### config.mk
export PLATFORM = sky130hd
export DESIGN_NAME = mesh_input_sequencer
export DESIGN_NICKNAME = d
export VERILOG_FILES = /design/src/rtl/mesh_input_sequencer_pkg.sv /design/src/rtl/seq_drain_counter.sv /design/src/rtl/mesh_input_sequencer.sv
export SDC_FILE = /design/constraint.sdc
export NUM_CORES = 1
export LEC_CHECK = 0
export ABC_AREA = 1
export BUFFER_PORTS_ARGS = -buffer_cell sky130_fd_sc_hd__buf_2
export CAP_MARGIN = 5
export CORE_MARGIN = 2
export CORE_UTILIZATION = 50
export DETAILED_ROUTE_END_ITERATION = 6
export GPL_TIMING_DRIVEN = 0
export PLACE_DENSITY = 0.84
export RECOVER_POWER = 100
export SLEW_MARGIN = 25
export SYNTH_ARGS = -nofsm -noshare
export SYNTH_HDL_FRONTEND = slang
export SYNTH_SLANG_ARGS = --single-unit
export TNS_END_PERCENT = 1
### constraint.sdc
create_clock -name clk -period 1.6 [get_ports clk]
set_input_delay 0.24 -clock clk [delete_from_list [all_inputs] [get_ports clk]]
set_output_delay 0.24 -clock clk [all_outputs]
set_load 0.01 [all_outputs]
### src/rtl/mesh_input_sequencer_pkg.sv
// Shared types and default sizes for the mesh input sequencer.
package mesh_input_sequencer_pkg;

    typedef enum logic [1:0] {
        FILL  = 2'd0,
        LOAD  = 2'd1,
        DRAIN = 2'd2
    } seq_state_e;

    localparam int DEF_WORD_W = 32;
    localparam int DEF_LANES  = 4;
    localparam int VEC_CNT_W  = 16;

endpackage

### src/rtl/seq_drain_counter.sv
// Loadable down-counter; zero_o flags that the count is zero after the coming edge.
module seq_drain_counter #(
    parameter int CNT_W = 3
) (
    input  logic             clk,
    input  logic             rst_n,
    input  logic             load_i,
    input  logic [CNT_W-1:0] value_i,
    input  logic             dec_i,
    output logic             zero_o
);

    logic [CNT_W-1:0] count_q;
    logic [CNT_W-1:0] count_d;

    always_comb begin
        count_d = count_q;
        if (load_i) begin
            count_d = value_i;
        end else if (dec_i && (count_q != '0)) begin
            count_d = count_q - CNT_W'(1);
        end
    end

    assign zero_o = (count_d == '0);

    always_ff @(posedge clk or negedge rst_n) begin
        if (!rst_n) begin
            count_q <= '0;
        end else begin
            count_q <= count_d;
        end
    end

endmodule

### src/rtl/mesh_input_sequencer.sv
// Packs upstream words into skewed systolic vectors: FILL lanes, one-cycle LOAD strobe,
// then DRAIN for row_idx+LANES cycles before accepting the next vector.
module mesh_input_sequencer
    import mesh_input_sequencer_pkg::*;
#(
    parameter int WORD_W = DEF_WORD_W,
    parameter int LANES  = DEF_LANES,
    parameter int ROWS   = 4
) (
    input  logic                      clk,
    input  logic                      reset,
    input  logic                      in_valid,
    output logic                      in_ready,
    input  logic [WORD_W-1:0]         in_data,
    input  logic                      in_last,
    output logic [LANES*WORD_W-1:0]   systolic_inputs,
    output logic [LANES-1:0]          delay_row,
    output logic                      load,
    output logic                      systolic,
    output logic                      busy,
    output logic [VEC_CNT_W-1:0]      vec_count
);

    localparam int PTR_W = $clog2(LANES);
    localparam int CNT_W = PTR_W + 1;

    seq_state_e             state_q, state_d;
    logic                   run_q;
    logic [PTR_W-1:0]       wr_ptr_q, wr_ptr_d;
    logic [PTR_W-1:0]       row_q, row_d;
    logic                   last_q, last_d;
    logic [LANES-1:0]       delay_row_q, delay_row_d;
    logic [VEC_CNT_W-1:0]   vec_count_q, vec_count_d;

    logic                   accept;
    logic                   complete;
    logic [LANES-1:0]       lane_sel;
    logic [WORD_W-1:0]      fill_q [LANES];
    logic [WORD_W-1:0]      vec_q  [LANES];

    logic                   cnt_load;
    logic                   cnt_dec;
    logic [CNT_W-1:0]       cnt_value;
    logic                   cnt_zero;

    // run_q holds in_ready and systolic low until the first edge after reset release.
    assign in_ready = run_q && (state_q == FILL);
    assign accept   = in_ready && in_valid;
    assign complete = accept && (in_last || (wr_ptr_q == PTR_W'(LANES - 1)));

    generate
        for (genvar gi = 0; gi < LANES; gi++) begin : g_lane
            assign lane_sel[gi] = accept && (wr_ptr_q == PTR_W'(LANES - 1 - gi));
            assign systolic_inputs[gi*WORD_W +: WORD_W] = vec_q[gi];

            // The fill buffer is cleared as it is handed off, so the next FILL starts from zero.
            always_ff @(posedge clk or negedge reset) begin
                if (!reset) begin
                    fill_q[gi] <= '0;
                    vec_q[gi]  <= '0;
                end else if (complete) begin
                    fill_q[gi] <= '0;
                    vec_q[gi]  <= lane_sel[gi] ? in_data : fill_q[gi];
                end else if (lane_sel[gi]) begin
                    fill_q[gi] <= in_data;
                end
            end
        end
    endgenerate

    always_comb begin
        state_d     = state_q;
        wr_ptr_d    = wr_ptr_q;
        row_d       = row_q;
        last_d      = last_q;
        delay_row_d = delay_row_q;
        vec_count_d = vec_count_q;
        cnt_load    = 1'b0;
        cnt_dec     = 1'b0;
        cnt_value   = CNT_W'(row_q) + CNT_W'(LANES);
        case (state_q)
            FILL: begin
                if (accept) begin
                    wr_ptr_d = wr_ptr_q + PTR_W'(1);
                end
                if (complete) begin
                    state_d     = LOAD;
                    wr_ptr_d    = '0;
                    last_d      = in_last;
                    delay_row_d = LANES'(1) << row_q;
                    vec_count_d = vec_count_q + VEC_CNT_W'(1);
                end
            end
            LOAD: begin
                state_d  = DRAIN;
                cnt_load = 1'b1;
                if (last_q || (row_q == PTR_W'(ROWS - 1))) begin
                    row_d = '0;
                end else begin
                    row_d = row_q + PTR_W'(1);
                end
            end
            DRAIN: begin
                cnt_dec = 1'b1;
                if (cnt_zero) begin
                    state_d = FILL;
                end
            end
            default: state_d = FILL;
        endcase
    end

    always_ff @(posedge clk or negedge reset) begin
        if (!reset) begin
            state_q     <= FILL;
            run_q       <= 1'b0;
            wr_ptr_q    <= '0;
            row_q       <= '0;
            last_q      <= 1'b0;
            delay_row_q <= '0;
            vec_count_q <= '0;
        end else begin
            state_q     <= state_d;
            run_q       <= 1'b1;
            wr_ptr_q    <= wr_ptr_d;
            row_q       <= row_d;
            last_q      <= last_d;
            delay_row_q <= delay_row_d;
            vec_count_q <= vec_count_d;
        end
    end

    seq_drain_counter #(
        .CNT_W (CNT_W)
    ) u_drain (
        .clk     (clk),
        .rst_n   (reset),
        .load_i  (cnt_load),
        .value_i (cnt_value),
        .dec_i   (cnt_dec),
        .zero_o  (cnt_zero)
    );

    assign load      = (state_q == LOAD);
    assign busy      = (state_q != FILL);
    assign systolic  = run_q;
    assign delay_row = delay_row_q;
    assign vec_count = vec_count_q;

endmodule

# Yosys cells after proc, flatten, opt, wreduce, memory -nomap -nowiden
# Index checks and enable logic that the tools add are counted.
# Widths: inputs -> output; s select.
[op_classes]
muxes = 18
reduce_logical = 19
shift = 1
add_sub_neg = 5
n_eq_ne = 8
[ops]
columns = ["operator", "n"]
rows = [
  ["$mux 32", 8],
  ["$add 16x1->16 const B", 1],
  ["$mux 2", 5],
  ["$eq 2x2->1 const B", 4],
  ["$logic_and 1x1->1", 8],
  ["$mux 3", 2],
  ["$pmux 2 s3", 1],
  ["$reduce_and 2->1", 3],
  ["$add 2x1->2 const B", 2],
  ["$eq 2x1->1 const B", 2],
  ["$logic_not 2->1", 2],
  ["$ne 2x2->1 const B", 2],
  ["$reduce_bool 2->1", 2],
  ["$shl 1x2->4 const A", 1],
  ["$add 2x3->3 const B", 1],
  ["$logic_not 3->1", 1],
  ["$reduce_bool 3->1", 1],
  ["$sub 3x1->3 const B", 1],
  ["$logic_or 1x1->1", 2],
  ["$mux 1", 2],
]
[word_totals]
output_inout_bits = 152
inputBits = 36
regBits = 287
wordCells = 67

# Longest topological paths before layout
# Gate-level depths: netlist of the first run.
[depth]
ltp_word = 8
depth_mapped = 9
mapped_depth_nobuf = 9

# Hierarchy
# Synthesis of the first run repeated with hierarchy kept, for this count alone.
[hier_totals]
cells_unflattened = 1598
area_unflattened_um2 = 12604.6
[by_module_without_submodules]
columns = ["mod", "area_per_inst_um2", "n_inst", "seq_area_each_um2", "cells_per_inst"]
rows = [
  ["mesh_input_sequencer", 12375.6, 1, 7106.8, 1566],
  ["seq_drain_counter", 229.0, 1, 75.1, 32],
]

# Worst setup path after synthesis of the first run
# No wires, ideal clock.
[synth_timing]
path_kind = "register to register"
from = "register wr_ptr_q[0]"
to = "register vec_q (netlist bit systolic_inputs[1])"
required_time_ns = 1.467
path_buffers = 2
arrival_ns = 1.556
path_stages_with_launch = 8
setup_slack_ns = -0.090
setup_ns = 0.133
synth_period_minus_slack_ns = 1.690
path_cell_list = "dfrtp_1 > ha_1 > nor2_1 > nor2_4 > inv_2 > clkbuf_1 > clkbuf_1 > o21ai_0"
[synth_between]
elab_chain_len = 3
elab_cells_between_ends = 5
cone_classes = "1 x eq/ne; 1 x mux; 3 x reduce/logical"
[synth_rtl]
columns = ["item", "line", "rtl"]
rows = [
  ["start, declared", "mesh_input_sequencer.sv:29", "logic [PTR_W-1:0] wr_ptr_q, wr_ptr_d;"],
  ["start signal, assigned", "mesh_input_sequencer.sv:125", "wr_ptr_q <= wr_ptr_d;"],
  ["$eq 2x2->1 *", "mesh_input_sequencer.sv:49, mesh_input_sequencer.sv:53", ""],
  ["$logic_and 1x1->1 / $logic_or 1x1->1 (equally long branches)", "mesh_input_sequencer.sv:53, mesh_input_sequencer.sv:49", ""],
  ["$mux 32 / $logic_and 1x1->1 (equally long branches)", "-", ""],
  ["end signal, assigned by index", "mesh_input_sequencer.sv:63", "vec_q[gi] <= lane_sel[gi] ? in_data : fill_q[gi];"],
  ["end, declared", "mesh_input_sequencer.sv:39", "logic [WORD_W-1:0] vec_q [LANES];"],
]
# Mark *: on every way between the ends. The rest lies on a longest branch, timed or not.
# A chain may end at the register's enable or synchronous reset.

# Final worst setup path of the first run
[layout_timing]
from = "register state_q[1]"
to = "register vec_q (netlist bit systolic_inputs[52])"
[layout_between]
elab_chain_len = 5
elab_cells_between_ends = 6
cone_classes = "1 x mux; 5 x reduce/logical"
[layout_rtl]
columns = ["item", "line", "rtl"]
rows = [
  ["start, declared", "mesh_input_sequencer.sv:27", "seq_state_e state_q, state_d;"],
  ["start signal, assigned", "mesh_input_sequencer.sv:123", "state_q <= state_d;"],
  ["$logic_not 2->1 *", "mesh_input_sequencer.sv:47", "assign in_ready = run_q && (state_q == FILL);"],
  ["$logic_and 1x1->1 *", "mesh_input_sequencer.sv:47", ""],
  ["$logic_and 1x1->1 *", "mesh_input_sequencer.sv:48", "assign accept = in_ready && in_valid;"],
  ["$logic_and 1x1->1", "mesh_input_sequencer.sv:53", "assign lane_sel[gi] = accept && (wr_ptr_q == PTR_W'(LANES - 1 - gi));"],
  ["$mux 32", "-", ""],
]
# Marked as above.

==> results of run 1 <==
[state kept, by name (all words and copies together), names as in the netlist]
signal,flops
vec_count,16
u_drain.count_q,3
delay_row,4
last_q,1
state_q,2
row_q,2
systolic_inputs,128
fill_q,128
systolic,1
wr_ptr_q,2
[tightest hold or removal path, stage by stage]
cell	delay [ns]
buf_2	0.08
inv_1	0.08
nand2_1	0.07
o21ai_1	0.07
nor2_1	0.08
[kinds of logic after synthesis]
kind of cell | after synthesis | share of synthesized area
fa+ha+maj | 11 | 0.0123
simple gates | 489 | 0.170
xor+xnor | 10 | 0.00784
compound gates | 266 | 0.120
other cells | 1 | 0.000336
flops | 287 | 0.643
buf+inv | 131 | 0.0465
[worst paths after layout]
kind | start | endpoint | slack (ns)
max reg2reg | state_q[1] | systolic_inputs[52] | -0.18
min | in_data[7] | fill_q[39] | 0.11
min in group asynchronous | reset | fill_q[36] | 0.14
max in group asynchronous | reset | fill_q[15] | 0.02
min reg2reg | delay_row[1] | delay_row[1] | 0.47
max | state_q[1] | systolic_inputs[52] | -0.18
[power groups by stage]
stage	clock (W)	sequential [W]	combinational, W
3_5_place_dp	0	0.0117	0.00717
3_3_place_gp	0	0.0116	0.00680
4_1_cts	0.00658	0.0116	0.00763
2_1_floorplan	0	0.0121	0.00344
6_report	0.00653	0.0118	0.00792
5_1_grt	0.00692	0.0120	0.00887
[routing by layer]
| metal | track usage | up-vias | part of all wire |
|---|---|---|---|
| li1 | - | 4300 | - |
| met1 | 0.348 | 4629 | 0.40 |
| met2 | 0.447 | 416 | 0.48 |
| met3 | 0.0448 | 98 | 0.076 |
| met4 | 0.117 | 0 | 0.045 |
| met5 | 0 | - | 0 |
[Yosys cell counts, drive strengths merged]
cell type,count
a21oi,2
a22o,1
buf,32
clkbuf,37
conb,1
dfrtp,287
ha,11
inv,62
nand2,309
nand3,18
nand3b,2
nand4,4
nor2,153
nor3,3
o21ai,263
xnor2,6
xor2,4
[final cells by class]
type	count	area, um2	area share
clock buffers	46	860	0.0609
multi-input cells	777	3590	0.254
clock inverters	5	53.8	0.00381
well taps	280	350	0.0248
plain buffers	69	659	0.0467
repair buffers	207	1180	0.0839
inverters	62	233	0.0165
flip-flops and latches	287	7180	0.509
[metrics by stage]
| step | hold WS (ns) | worst slack [ns] |
|---|---|---|
| after floorplan | -0.0556 | -0.0174 |
| after global placement | 0.452 | -4.77 |
| after detailed placement | 0.138 | -0.652 |
| after CTS | 0.100 | -0.145 |
| after global routing | 0.148 | -0.245 |
| final | 0.109 | -0.177 |
[repair_timing]
item	CTS	global route
cloned	0	0
hold buffers	2	0
pin swaps	8	1
endpoints found under the setup margin	279	280
buffers inserted	15	0
endpoints found under the hold margin	121	0
gates resized for setup	154	96
==> out/qor.csv, run 1 <==
metric,value,unit
status,"finished, violations left",
violations,negative setup slack,
final.setup.tns,-27.45,ns
vdd_drop_max,0.000969,V
wirelength,31300,um
dieArea,0.0235,mm2
synth_cell_types,23,
path_cells,"nor2_4, nand3_4, nor2_4, inv_2, buf_8, buf_12, buf_6, nand2_1, o21ai_0",
stdcell_count,1733,
final_cell_area,0.0141,mm2
p_int,0.0171,W
rows,54,
cts_buffer_depth,3,
die_w,153,um
syn_area,0.0112,mm2
slew_headroom,0.476,
slew_viol_final,0,
yosysWarnings,0,
postRouteAntennaNets,0,
min_path_cells,5,
cts_max_level,1,
comb_power_share,0.302,
area_growth,26.4,%
gp_congestion,0.877,
die_h,153,um
syn_avg_cell_area,9.34,um2
crit_buf_inv,4,
design.core.area,0.0219,mm2
dp.cells,1665,
p_per_area,1860,mW/mm2
viasPerCell,5.45,
maxCapViolations,0,
dpl_cell_area,0.0126,mm2
endpoint_kind,register,
first_pass_iters,6,
clkTransAtPathRegs,0.06,ns
hold_class,in2reg,
fillers,1729,
critPathMostFrequentCell,nor2_4,
yosysSeqAreaShare,0.643,
setup_violations,268,
cp_top_family,simple AND/OR/NAND/NOR gates,
antenna_cells,0,
fin_worst_skew,0.0135,ns
synth_cells,1195,
grt_pass1_vias,9573,
fin_ws,-0.177,ns
cts_tree,yes,
cts_made_buffers,29,
cp_max_fo,10,
clock-sinks,287,
yosysTopAreaCell,dfrtp_1,
final_hold_viol_count,0,
drt-initial-drc-count,682,
critPathLaunchType,register,
crit_type,reg2reg,
cts_root_buf,clkbuf_16,
worstMarginPinSlew,0.786,ns
portBuffers,187,
switchingPower,0.00912,W
fmax,0.563,GHz
yosys_register_bits,287,
layout-drive-gt1-share,0.239,
grt_max_degree,92,
swShare,0.348,
fin_nets,1480,
crit_arrival,2.19,ns
power_frac_seq,0.449,
cp_slowest_cell,dfrtp_1,
antenna_found_initial,0,
layout_worst_path_cycle_share,1.11,
final_common_cell,nand2_1,
grt_use_total,0.268,
rsz0062_at_grt,yes,
yosysTopAreaCellShare,0.643,
via_count,9443,
grt_pass1_wl,50300,um
start_util,0.510,
syn_nets,1242,
dp_hpwl,21200,um
utilization,0.645,
worstRegToRegCells,9,
final_cell_mix,"303 x nand2_1, 286 x dfrtp_1, 189 x buf_2, 171 x o21ai_0, 144 x nor2_1",
post_drt_wl_per_cell,18.0,um
ios,188,
period_minus_slack,1.78,ns
worstPathRequired,2.01,ns
synth_area_leaders,"dfrtp_1 64%, o21ai_0 11%, nand2_1 10%",
clk_latency,0.55,ns
clkPwrFrac,0.249,
gr-total-overflow,0,
drc,0,
cp.depth,9,
power.leakage,7.19,nW
cpPeakStageDelay,0.42,ns
fin_total_pwr,0.0262,W
Power figures use the tool's default switching activity.
==> run 2: changes to the inputs <==
--- a/config.mk
+++ b/config.mk
@@ -8,8 +8,10 @@
 export ABC_AREA = 1
 export BUFFER_PORTS_ARGS = -buffer_cell sky130_fd_sc_hd__buf_2
 export CAP_MARGIN = 5
+export CELL_PAD_IN_SITES_DETAIL_PLACEMENT = 1
+export CELL_PAD_IN_SITES_GLOBAL_PLACEMENT = 2
 export CORE_MARGIN = 2
-export CORE_UTILIZATION = 50
+export CORE_UTILIZATION = 31
 export DETAILED_ROUTE_END_ITERATION = 6
 export GPL_TIMING_DRIVEN = 0
 export PLACE_DENSITY = 0.84
==> run 2 against run 1 <==
- the flow still finishes with violations (negative setup slack)
- sequential cell count stayed put
- worst setup slack better by 0.058 ns
- clock-buffer cell count is 10 higher
- non-clock buffer count grew 20
- worst hold slack gained 0.043 ns
==> out/qor.csv, run 2 (synthesis results as in run 1) <==
metric,value,unit
ff2ff_setup_slack,-0.11,ns
viasPerCell,4.80,
final.setup.tns,-13.78,ns
cts_made_buffers,35,
cts_max_level,2,
r2r-end,systolic_inputs[42],
crit_arrival,1.48,ns
rows,69,
grt_pass1_wl,59900,um
maxCapViolations,0,
top_layer,met4,
holdPathEnd,fill_q[109],
final_common_cell,dfrtp_1,
hold_slack,0.152,ns
post_drt_wl_per_cell,19.7,um
pre_cts_ws,-0.836,ns
gr-total-overflow,0,
violations,negative setup slack,
antenna_found_initial,0,
crit_type,reg2out,
antenna_cells,0,
cp_slowest_cell,dfrtp_2,
fin_ws,-0.120,ns
r2r-start,state_q[0],
final_hold_viol_count,0,
critPathLaunchType,register,
cts_root_buf,clkbuf_16,
slew_viol_final,0,
start_util,0.315,
layout-drive-gt1-share,0.274,
period_minus_slack,1.72,ns
ios,188,
cp_top_family,flip-flops,
worstPathRequired,1.36,ns
power.leakage,7.22,nW
cts_tree,yes,
grt_use_total,0.203,
hp-start,in_data[13],
cpPeakStageDelay,0.43,ns
grt_max_degree,86,
worstRegToRegCells,10,
dp_hpwl,25600,um
status,"finished, violations left",
clk_latency,0.51,ns
p_per_area,1850,mW/mm2
layout_worst_path_cycle_share,1.07,
final_cell_mix,"286 x dfrtp_1, 253 x nand2_1, 157 x clkbuf_1, 142 x nor2_1, 132 x o21ai_2",
drc,0,
portBuffers,187,
hold_class,in2reg,
fillers,3989,
min_path_cells,5,
slew_headroom,0.301,
via_count,9336,
die_w,194,um
fin_worst_skew,0.0104,ns
area_growth,41.4,%
endpoint_kind,output port,
path_cells,"nor2_4, buf_4, inv_1, nor2_1, buf_2",
route.met3.wl,1480,um
vdd_drop_max,0.000868,V
postRouteAntennaNets,0,
cts_buffer_depth,3,
rsz0062_at_grt,yes,
first_pass_iters,4,
fin_nets,1506,
met1_length,16800,um
grt_pass1_vias,10100,
worstMarginPinSlew,1.05,ns
gp_congestion,0.774,
fin_total_pwr,0.0292,W
wl_met2,19500,um
dieArea,0.0376,mm2
clkTransAtPathRegs,0.06,ns
design.core.area,0.0355,mm2
cp_max_fo,2,
clock-sinks,287,
wirelength,38200,um
drt-initial-drc-count,432,
setup_violations,262,
die_h,194,um
crit_buf_inv,3,
fmax,0.581,GHz
==> run 2: cell type report <==
type                    instances  area (um2)  share of cell area
flip-flops and latches        287        7180               0.455
multi-input cells             777        4220               0.267
repair buffers                228        1320              0.0834
plain buffers                  68        1130              0.0713
clock buffers                  56        1110              0.0701
well taps                     461         577              0.0365
inverters                      62         233              0.0147
clock inverters                 6        32.5             0.00206
==> run 2: per-stage QoR <==
stage / area (um2) / utilization / instances
after floorplan: 11200 / - / 1195
after global placement: 12700 / 0.359 / 1843
after detailed placement: 12800 / 0.361 / 1846
after global routing: 15800 / 0.445 / 1945
after CTS: 15500 / 0.436 / 1944
final: 15800 / 0.445 / 1945
==> run 2: worst reg2reg max path: stages (launching register included) <==
cell     delay, ns
dfrtp_2       0.43
nor2_4        0.16
nand3_4       0.12
nor2_4        0.14
inv_2         0.07
buf_6         0.12
buf_12        0.12
buf_12        0.14
buf_12        0.15
nand2_1       0.07
o21ai_1       0.07
==> run 2: worst max path at each step <==
stage                     cells past startpoint        from  slack (ns)              endpoint
after floorplan                               9  state_q[0]       -0.02   systolic_inputs[15]
after global placement                        1       reset       -5.22  systolic_inputs[100]
after detailed placement                      6  state_q[0]       -0.84  systolic_inputs[108]
after CTS                                     9  state_q[0]       -0.11  systolic_inputs[122]
after global routing                          5  state_q[0]       -0.20              in_ready
final                                         5  state_q[0]       -0.12              in_ready
==> run 2: metal layers <==
layer | vias up | GRT usage
met3 | 37 | 0.0292
met1 | 4759 | 0.266
met2 | 180 | 0.359
met4 | 0 | 0.0390
met5 | - | 0
li1 | 4360 | -
==> run 2: power by group <==
part           total (W)  internal [W]  switching, W
sequential        0.0122        0.0102       0.00196
combinational    0.00920       0.00383       0.00538
clock            0.00777       0.00473       0.00304
total             0.0292        0.0188        0.0104
==> run 2: what timing repair did <==
| action | 4_1_cts | 5_1_grt |
|---|---|---|
| resized for setup | 515 | 182 |
| endpoints found under the hold margin | 67 | 0 |
| endpoints found under the setup margin | 280 | 282 |
| pin swaps | 11 | 8 |
| setup buffers | 31 | 0 |
| gates cloned | 4 | 1 |
| hold buffers | 2 | 0 |
